==> src/rtl/div_rr_sequencer.sv <==
// div_rr_sequencer: two requesters share one iterative restoring divider.
// A round-robin arbiter accepts one operation at a time. The divider runs N
// shift-subtract steps, one per clock. The result is then held on a
// valid/ready response port until the consumer takes it.
//
// Handshake semantics: a transfer happens on a rising clk edge where valid
// and ready are both high. reqX_ready is a combinational function of state,
// the rr pointer and the request valids. rsp_valid is registered and does not
// depend on rsp_ready. While rsp_valid is high, rsp_* payloads stay constant.
module div_rr_sequencer #(
  parameter int N = 4
) (
  input  logic         clk,
  input  logic         rst_n,
  input  logic         req0_valid,
  output logic         req0_ready,
  input  logic [N-1:0] req0_a,
  input  logic [N-1:0] req0_b,
  input  logic         req1_valid,
  output logic         req1_ready,
  input  logic [N-1:0] req1_a,
  input  logic [N-1:0] req1_b,
  output logic         rsp_valid,
  input  logic         rsp_ready,
  output logic         rsp_id,
  output logic [N-1:0] rsp_q,
  output logic [N-1:0] rsp_r,
  output logic         rsp_dbz,
  output logic [1:0]   o_dbg_state
);

  localparam logic [1:0] ST_IDLE = 2'd0;
  localparam logic [1:0] ST_RUN  = 2'd1;
  localparam logic [1:0] ST_DONE = 2'd2;

  localparam int CW = $clog2(N + 1);
  localparam logic [CW-1:0] CNT_LOAD = CW'(N);
  localparam logic [CW-1:0] CNT_ONE  = CW'(1);

  logic [1:0]    r_state;
  logic          r_rr;
  logic          r_id;
  logic [CW-1:0] r_cnt;
  logic [N-1:0]  r_rem;
  logic [N-1:0]  r_quo;
  logic [N-1:0]  r_b;
  logic          r_rsp_id;
  logic [N-1:0]  r_rsp_q;
  logic [N-1:0]  r_rsp_r;
  logic          r_rsp_dbz;

  logic          w_idle;
  logic          w_accept;
  logic          w_grant;
  logic [N-1:0]  w_a;
  logic [N-1:0]  w_b;
  logic [N:0]    w_trial;
  logic [N:0]    w_diff;
  logic          w_ge;
  logic [N:0]    w_rem_full;
  logic [N-1:0]  w_rem_next;
  logic [N-1:0]  w_quo_next;
  logic          w_unused;

  // Arbitration. A lone valid requester wins. With both valid, the rr pointer decides.
  assign w_idle     = (r_state == ST_IDLE);
  assign w_grant    = (req0_valid && req1_valid) ? r_rr : req1_valid;
  assign w_accept   = w_idle && (req0_valid || req1_valid);
  assign req0_ready = w_accept && !w_grant;
  assign req1_ready = w_accept && w_grant;
  assign w_a        = w_grant ? req1_a : req0_a;
  assign w_b        = w_grant ? req1_b : req0_b;

  // Restoring step. The N+1-bit trial cannot overflow. The kept remainder is always < b, so it fits N bits.
  assign w_trial    = {r_rem, r_quo[N-1]};
  assign w_diff     = w_trial - {1'b0, r_b};
  assign w_ge       = (w_trial >= {1'b0, r_b});
  assign w_rem_full = w_ge ? w_diff : w_trial;
  assign w_rem_next = w_rem_full[N-1:0];
  assign w_quo_next = {r_quo[N-2:0], w_ge};
  assign w_unused   = w_rem_full[N];

  assign rsp_valid   = (r_state == ST_DONE);
  assign rsp_id      = r_rsp_id;
  assign rsp_q       = r_rsp_q;
  assign rsp_r       = r_rsp_r;
  assign rsp_dbz     = r_rsp_dbz;
  assign o_dbg_state = r_state;

  // Sequencer FSM. It covers accept/latch, the iterative divide and response hold.
  always_ff @(posedge clk or negedge rst_n) begin
    if (!rst_n) begin
      r_state   <= ST_IDLE;
      r_rr      <= 1'b0;
      r_id      <= 1'b0;
      r_cnt     <= '0;
      r_rem     <= '0;
      r_quo     <= '0;
      r_b       <= '0;
      r_rsp_id  <= 1'b0;
      r_rsp_q   <= '0;
      r_rsp_r   <= '0;
      r_rsp_dbz <= 1'b0;
    end else begin
      case (r_state)
        ST_IDLE: begin
          if (w_accept) begin
            r_rr <= ~w_grant;
            r_id <= w_grant;
            if (w_b != '0) begin
              r_rem   <= '0;
              r_quo   <= w_a;
              r_b     <= w_b;
              r_cnt   <= CNT_LOAD;
              r_state <= ST_RUN;
            end else begin
              // Divide by zero skips the datapath entirely.
              r_rsp_q   <= '1;
              r_rsp_r   <= w_a;
              r_rsp_dbz <= 1'b1;
              r_rsp_id  <= w_grant;
              r_state   <= ST_DONE;
            end
          end
        end
        ST_RUN: begin
          r_rem <= w_rem_next;
          r_quo <= w_quo_next;
          r_cnt <= r_cnt - CNT_ONE;
          if (r_cnt == CNT_ONE) begin
            r_rsp_q   <= w_quo_next;
            r_rsp_r   <= w_rem_next;
            r_rsp_dbz <= 1'b0;
            r_rsp_id  <= r_id;
            r_state   <= ST_DONE;
          end
        end
        ST_DONE: begin
          if (rsp_ready) r_state <= ST_IDLE;
        end
        default: r_state <= ST_IDLE;
      endcase
    end
  end

endmodule

==> config.mk <==
export PLATFORM = sky130hd
export DESIGN_NAME = div_rr_sequencer
export DESIGN_NICKNAME = d
export VERILOG_FILES = /design/src/rtl/div_rr_sequencer.sv
export SDC_FILE = /design/constraint.sdc
export NUM_CORES = 1
export LEC_CHECK = 0
export ABC_AREA = 1
export CORE_ASPECT_RATIO = 0.9
export CORE_UTILIZATION = 53
export CTS_BUF_LIST = sky130_fd_sc_hd__clkbuf_2
export DETAILED_ROUTE_END_ITERATION = 8
export PLACE_DENSITY = 0.94
export SKIP_CTS_REPAIR_TIMING = 1
export SLEW_MARGIN = 20
export SYNTH_ARGS = -nofsm -noshare
export SYNTH_HDL_FRONTEND = slang
export SYNTH_SLANG_ARGS = --single-unit
==> constraint.sdc <==
create_clock -name clk -period 2.6 [get_ports clk]
set_clock_uncertainty 0.2 [all_clocks]
set_input_delay 0.52 -clock clk [delete_from_list [all_inputs] [get_ports clk]]
set_output_delay 0.52 -clock clk [all_outputs]
set_load 0.1 [all_outputs]
==> flow_summary.yaml, run 1 <==
status:
  outcome: "completed"
synthesis:
  synth_area_sq_um: 1830
  ys_types: 29
  mappedNetlistNets: 248
  ys_seq_elements: 29
  synth_sequential_area_ratio: 0.397
  avgSynthCellArea_sq_um: 8.31
  netlist_instances: 220
  yosys_warnings: 0
route:
  ant_nets: 0
  wl_per_cell_um: 12.3
  wl_um: 3720
  first_pass_iters: 4
  routed_via_density: 5.19
  drtIter0Drc: 85
  drc: 0
  vias: 1573
place:
  port_buffers: 35
  place_area_sq_um: 2210
  place_hpwl_um: 2790
  routabilityCongestion: 0.892
sta:
  slew_viol_final: 0
  hold_viol: 0
  period_needed_ns: 2.46
  slew_headroom: 0.734
  tightest_slew_ns: 0.395
  period_share: 0.946
  setup_viol: 0
  fmax_ghz: 0.406
  rsz0062_at_grt: "no"
global_routing:
  track_usage: 0.228
  first_global_vias: 1460
  grt-ovfl-total: 0
  grt_pass1_wl_um: 6390
  grt_max_degree: 30
  antenna_found_initial: 0
floorplanning:
  start_util: 0.578
  dieHeight_um: 57.7
  rows: 19
  die_width_um: 63.9
  coreArea_sq_um: 3160
  io_pins: 36
  die-area_sq_um: 3690
clock_tree:
  cts.sinks: 29
  h-tree-depth: 2
  cts_root_buf: "clkbuf_2"
  clkTransAtPathRegs_ns: 0.13
  cts_buffers: 5
  cts_tree: "yes"
  clock_path_buffers: 2
  clock_latency_ns: 0.38
worst_setup_path:
  cp.depth: 6
  worstSetupPathType: "in -> out"
  cp_top_family: "buffers and inverters"
  critPathArrivalTime_ns: 1.74
  cp_cell_sequence: "clkdlybuf4s50_1 > nor2_2 > nor2_1 > nand2_1 > clkinvlp_4 > buf_12"
  path_max_fanout: 3
  endpoint_kind: "output port"
  critPathMaxStageDelay_ns: 0.49
  worst-r2r-cell-count: 9
  slowest_stage: "clkdlybuf4s50_1"
  startpoint_type: "input port"
  cp.required_ns: 1.88
  crit_buf_inv: 3
finish:
  drive_above_1_share: 0.264
  area_growth_pct: 23.0
  nNetsFinal: 289
  final_area_sq_um: 2250
  antenna_cells: 0
  final_common_cell: "nand2_1"
  final_cell_mix: "nand2_1, dfrtp_1, nand3_1"
worst_hold_path:
  hold_path.class: "reg -> reg"
  min_path_cells: 2
run:
  cap_violations: 0
## sequential cells by signal, indices dropped and copies added, names as in the netlist
| register | flops |
|---|---|
| o_dbg_state | 2 |
| r_b | 4 |
| r_cnt | 3 |
| r_id | 1 |
| r_quo | 4 |
| r_rem | 4 |
| r_rr | 1 |
| rsp_dbz | 1 |
| rsp_id | 1 |
| rsp_q | 4 |
| rsp_r | 4 |
## stage by stage
step                setup TNS [ns]  instances  setup WS, ns  utilization  hold slack [ns]
floorplan                  -0.0943        220       -0.0943            -           0.0244
global placement                 0        296         0.107        0.700            0.254
detailed placement               0        296        0.0574        0.700            0.258
CTS                              0        303        0.0536        0.710            0.291
global route                     0        303        0.0461        0.711            0.330
finish                           0        303         0.140        0.711            0.290
## path summary, 6_finish.rpt
path                         endpoint  slack [ns]        from
setup / recovery           req0_ready        0.14  req1_valid
hold / removal               r_quo[1]        0.29    r_quo[1]
setup reg to reg             rsp_r[0]        0.49    r_rem[1]
hold reg to reg              r_quo[1]        0.29    r_quo[1]
max in group asynchronous    rsp_q[1]        1.59       rst_n
min in group asynchronous    r_rem[3]        0.30       rst_n
## worst min-delay path, cell delays in order (launching register included)
cell     delay, ns
dfrtp_1       0.37
nand2_1       0.05
nand2_1       0.05
## kinds of logic after synthesis
family	after synthesis	synth area share
DFF	29	0.397
xor gates and xnor gates	2	0.00958
AOI/OAI and AO/OA	25	0.0780
buffers and inverters	30	0.0773
adders and majority gates	7	0.0520
and+or+nand+nor	127	0.386
## synth_stat cells
| cell | count | area share |
|---|---|---|
| xor2_1 | 1 | 0.0048 |
| nand3b_1 | 1 | 0.0041 |
| o21ai_0 | 12 | 0.033 |
| a21oi_2 | 1 | 0.0048 |
| fa_1 | 1 | 0.011 |
| dfrtp_1 | 29 | 0.40 |
| nor2_4 | 2 | 0.012 |
| and2_1 | 4 | 0.014 |
| nand2_4 | 12 | 0.074 |
| nand2_1 | 48 | 0.099 |
| buf_2 | 2 | 0.0055 |
| nand2_8 | 1 | 0.011 |
| clkbuf_1 | 1 | 0.0021 |
| inv_4 | 1 | 0.0034 |
| xnor2_1 | 1 | 0.0048 |
| nand3_1 | 24 | 0.066 |
| nor2_1 | 11 | 0.023 |
| inv_2 | 2 | 0.0041 |
| inv_1 | 22 | 0.045 |
| o31ai_1 | 1 | 0.0041 |
| a21oi_4 | 1 | 0.0089 |
| nand4_1 | 4 | 0.014 |
| ha_1 | 6 | 0.041 |
| buf_12 | 1 | 0.011 |
| nand2_2 | 19 | 0.065 |
| a21oi_1 | 9 | 0.025 |
| o21ai_1 | 1 | 0.0027 |
| buf_6 | 1 | 0.0062 |
| nand3_2 | 1 | 0.0055 |
## cell type report
type                            count  area, sq um
Fill cell                         257          913
Inverter                           25          100
Tap cell                           42         52.6
Clock buffer                        6         30.0
Multi-Input combinational cell    161          968
Sequential cell                    29          726
Timing Repair Buffer               39          368
Clock inverter                      1         3.75
## layer usage
| metal | up-vias | wire length [um] | share of wire | track usage |
|---|---|---|---|---|
| met5 | - | 0 | 0 | 0 |
| met1 | 725 | 1690 | 0.45 | 0.301 |
| met2 | 53 | 1760 | 0.47 | 0.366 |
| li1 | 787 | - | - | - |
| met3 | 8 | 220 | 0.059 | 0.0492 |
| met4 | 0 | 55 | 0.015 | 0.0942 |
Power of run 1 is not shown: default switching activity piles up to over one toggle a cycle in this logic, so the estimate is an artifact.
==> run 2: changes to the inputs <==
--- a/config.mk
+++ b/config.mk
@@ -7,12 +7,13 @@
 export LEC_CHECK = 0
 export ABC_AREA = 1
 export CORE_ASPECT_RATIO = 0.9
+export CORE_MARGIN = 2
 export CORE_UTILIZATION = 53
 export CTS_BUF_LIST = sky130_fd_sc_hd__clkbuf_2
 export DETAILED_ROUTE_END_ITERATION = 8
 export PLACE_DENSITY = 0.94
 export SKIP_CTS_REPAIR_TIMING = 1
-export SLEW_MARGIN = 20
+export SLEW_MARGIN = 10
 export SYNTH_ARGS = -nofsm -noshare
 export SYNTH_HDL_FRONTEND = slang
 export SYNTH_SLANG_ARGS = --single-unit
==> run 2 against run 1 <==
Via count increased by 0.95%. Cell count increased by 0.99%. Final area increased by 0.28%. Worst hold slack improved by 0.0058 ns. Non-clock buffer count unchanged. Flip-flop and latch count unchanged. First-iteration DRC count decreased by 39%. Register-to-register slack improved by 0.03 ns. Die area increased by 6.7%. Global-route usage increased by 0.29 points. Worst setup slack got worse by 0.0017 ns. Sequential share of layout area decreased by 0.089 points. Critical path type unchanged. Critical endpoint unchanged.
==> flow_summary.yaml, run 2 (synthesized netlist as in run 1, its figures left out) <==
worst_setup_path:
  critPathArrivalTime_ns: 1.74
  path_max_fanout: 16
  timing.rr.end: "rsp_r[2]"
  cp.required_ns: 1.88
  slowest_stage: "clkdlybuf4s50_1"
  startpoint_type: "input port"
  critPathMaxStageDelay_ns: 0.48
  worst-r2r-cell-count: 9
  worstSetupPathType: "in -> out"
  cp_cell_sequence: "clkdlybuf4s50_1 > buf_4 > nand2_4 > nand2_1 > clkinvlp_4 > buf_12"
  endpoint: "req0_ready"
  startpoint: "req1_valid"
  endpoint_kind: "output port"
  r2r-start: "r_rem[1]"
  reg2reg_slack_ns: 0.52
clock_tree:
  h-tree-depth: 2
  clkTransAtPathRegs_ns: 0.15
  clock_path_buffers: 2
  cts_buffers: 5
  clock_latency_ns: 0.36
  cts_root_buf: "clkbuf_2"
  cts.sinks: 29
  cts_tree: "yes"
floorplanning:
  dieHeight_um: 59.7
  coreArea_sq_um: 3330
  start_util: 0.549
  rows: 20
  die-area_sq_um: 3940
  io_pins: 36
  die_width_um: 65.9
run:
  cap_violations: 0
finish:
  antenna_cells: 0
  final_cell_mix: "nand2_1, dfrtp_1, nand3_1"
  drive_above_1_share: 0.267
  final_common_cell: "nand2_1"
  finish.utilization: 0.677
  nFillCells: 280
  area_growth_pct: 23.3
  nNetsFinal: 289
route:
  vias: 1588
  drc: 0
  wl_per_cell_um: 12.9
  drtIter0Drc: 52
  first_pass_iters: 4
  routed_via_density: 5.19
  wl_um: 3960
  ant_nets: 0
global_routing:
  first_global_vias: 1508
  grt-ovfl-total: 0
  antenna_found_initial: 0
  grt_max_degree: 30
  grt_pass1_wl_um: 6730
  track_usage: 0.231
sta:
  slew_viol_final: 0
  setup_viol: 0
  period_needed_ns: 2.46
  slew_headroom: 0.740
  period_share: 0.947
  rsz0062_at_grt: "no"
  hold_viol: 0
  fmax_ghz: 0.406
  hold_slack_ns: 0.295
  tightest_slew_ns: 0.389
  setup_slack_ns: 0.138
worst_hold_path:
  hold_path.class: "reg -> reg"
place:
  dp_slack_ns: 0.135
  port_buffers: 35
  routabilityCongestion: 0.852
  place_hpwl_um: 3070
status:
  outcome: "completed"
## run 2: final cells by class
| class | count | area (sq um) | area share |
|---|---|---|---|
| well taps | 44 | 55.1 | 0.0244 |
| repair buffers | 39 | 368 | 0.163 |
| clock buffers | 8 | 40.0 | 0.0178 |
| flip-flops and latches | 29 | 726 | 0.322 |
| inverters | 25 | 100 | 0.0444 |
| multi-input cells | 161 | 966 | 0.428 |
## run 2: worst min path at each step
stage	startpoint	to	slack, ns	cells past startpoint
floorplan	rst_n	o_dbg_state[0]	0.02	0
global placement	r_quo[2]	r_quo[2]	0.26	2
detailed placement	r_quo[0]	r_quo[0]	0.27	2
CTS	r_quo[0]	r_quo[0]	0.30	2
global route	r_rem[3]	r_rem[3]	0.33	2
finish	r_quo[0]	r_quo[0]	0.30	2
## run 2: per-layer routing
metal,global-route usage,up-vias,wire length [um]
met5,0,-,0
li1,-,787,-
met4,0.0714,0,36
met1,0.283,756,1620
met2,0.410,40,2100
met3,0.0471,5,195
## run 2: critical path: cells and delay by family
kind | cells | cell delay [ns]
buffers and inverters | 4 | 0.92
and+or+nand+nor | 2 | 0.30
## run 2: per-stage QoR
stage	setup TNS [ns]	cell area, sq um	cells
after floorplan	-0.0943	1840	220
after global placement	0	2210	298
after detailed placement	0	2210	298
after CTS	0	2250	306
after global routing	0	2250	306
final	0	2250	306
Power of run 2 is left out for the same reason.
==> run 3: changes to the inputs <==
--- a/config.mk
+++ b/config.mk
@@ -6,11 +6,12 @@
 export NUM_CORES = 1
 export LEC_CHECK = 0
 export ABC_AREA = 1
-export CORE_ASPECT_RATIO = 0.9
+export CORE_ASPECT_RATIO = 1.5
 export CORE_MARGIN = 2
 export CORE_UTILIZATION = 53
 export CTS_BUF_LIST = sky130_fd_sc_hd__clkbuf_2
 export DETAILED_ROUTE_END_ITERATION = 8
+export HOLD_SLACK_MARGIN = 0.08
 export PLACE_DENSITY = 0.94
 export SKIP_CTS_REPAIR_TIMING = 1
 export SLEW_MARGIN = 10
==> run 3 against run 2 <==
Flip-flop and latch count unchanged. Count of clock-buffer cells in the layout decreased by 2. Non-clock buffer count unchanged. Worst setup slack improved by 0.0016 ns.
==> flow_summary.yaml, run 3 (synthesized netlist as in run 1, its figures left out) <==
run:
  cap_violations: 0
global_routing:
  first_global_vias: 1543
  track_usage: 0.217
  grt_pass1_wl_um: 6510
  grt-ovfl-total: 0
  use_met2: 0.372
  grt_use_met3: 0.0472
  grt_max_degree: 30
  grt-busiest-layer: "met2"
  grt_use_met1: 0.250
  antenna_found_initial: 0
finish:
  finish.utilization: 0.671
  area_growth_pct: 23.0
  nNetsFinal: 289
  nFillCells: 277
  final_area_sq_um: 2250
  register_area_sq_um: 726
  final_common_cell: "nand2_1"
  multiInputGateArea_sq_um: 968
  final_cell_mix: "nand2_1, dfrtp_1, nand3_1"
  antenna_cells: 0
  drive_above_1_share: 0.264
place:
  place_area_sq_um: 2210
  routabilityCongestion: 0.884
  place_hpwl_um: 2880
  port_buffers: 35
floorplanning:
  start_util: 0.546
  die_width_um: 52.0
  coreArea_sq_um: 3350
  io_pins: 36
  rows: 26
  die-area_sq_um: 3940
  dieHeight_um: 75.9
clock_tree:
  h-tree-depth: 2
  clock_path_buffers: 2
  cts.sinks: 29
  clock_latency_ns: 0.36
  cts_buffers: 5
  cts_root_buf: "clkbuf_2"
  clkTransAtPathRegs_ns: 0.13
  cts_tree: "yes"
route:
  first_pass_iters: 4
  vias: 1547
  wl_per_cell_um: 12.2
  wl_um: 3710
  routed_via_density: 5.11
  drc: 0
  ant_nets: 0
  drtIter0Drc: 32
sta:
  fmax_ghz: 0.406
  period_share: 0.946
  rsz0062_at_grt: "no"
  setup-tns-final_ns: 0
  slew_headroom: 0.711
  setup_viol: 0
  tightest_slew_ns: 0.429
  hold_viol: 0
  period_needed_ns: 2.46
  slew_viol_final: 0
worst_setup_path:
  startpoint_type: "input port"
  path_max_fanout: 3
  endpoint_kind: "output port"
  cp.required_ns: 1.88
  critPathArrivalTime_ns: 1.74
  worstSetupPathType: "in -> out"
status:
  outcome: "completed"
worst_hold_path:
  hold_path.class: "reg -> reg"
==> run 3: changes by cell type in the layout (fill, tap and decap cells not counted) <==
cell,change
clkinv_1,+1
nor2_2,+1
nor2_1,-1
clkbuf_2,-2
==> run 3: path summary, 6_finish.rpt <==
kind                         endpoint       start  slack (ns)  cells after the start
hold reg to reg              r_quo[0]    r_quo[0]        0.29                      2
min in group asynchronous      r_b[2]       rst_n        0.32                      2
setup / recovery           req0_ready  req1_valid        0.14                      6
max in group asynchronous      r_b[1]       rst_n        1.60                      2
setup reg to reg             r_rem[1]    r_rem[1]        0.50                      8
hold / removal               r_quo[0]    r_quo[0]        0.29                      2
==> run 3: area by class of cell <==
type | count | share of cell area
repair buffers | 39 | 0.164
clock buffers | 6 | 0.0134
well taps | 42 | 0.0234
multi-input cells | 161 | 0.431
clock inverters | 1 | 0.00167
inverters | 25 | 0.0445
flip-flops and latches | 29 | 0.323
==> run 3: routing by layer <==
metal  vias to the layer above  routed length (um)  share of wire
met5                         -                   0              0
met3                         7                 154          0.042
li1                        791                   -              -
met1                       705                1480           0.40
met4                         0                  91          0.025
met2                        44                1980           0.53
==> run 3: stage by stage <==
step	worst slack [ns]	cells	hold WS, ns
after CTS	0.0460	303	0.297
after global routing	0.0486	303	0.326
after floorplan	-0.0943	220	0.0244
after global placement	0.115	296	0.256
final	0.139	303	0.294
after detailed placement	0.0554	296	0.263
==> run 3: worst max-delay path, stage by stage <==
cell,delay [ns]
clkdlybuf4s50_1,0.48
nor2_2,0.22
nor2_1,0.10
nand2_1,0.13
clkinvlp_4,0.11
buf_12,0.17
Power of run 3 is left out for the same reason.
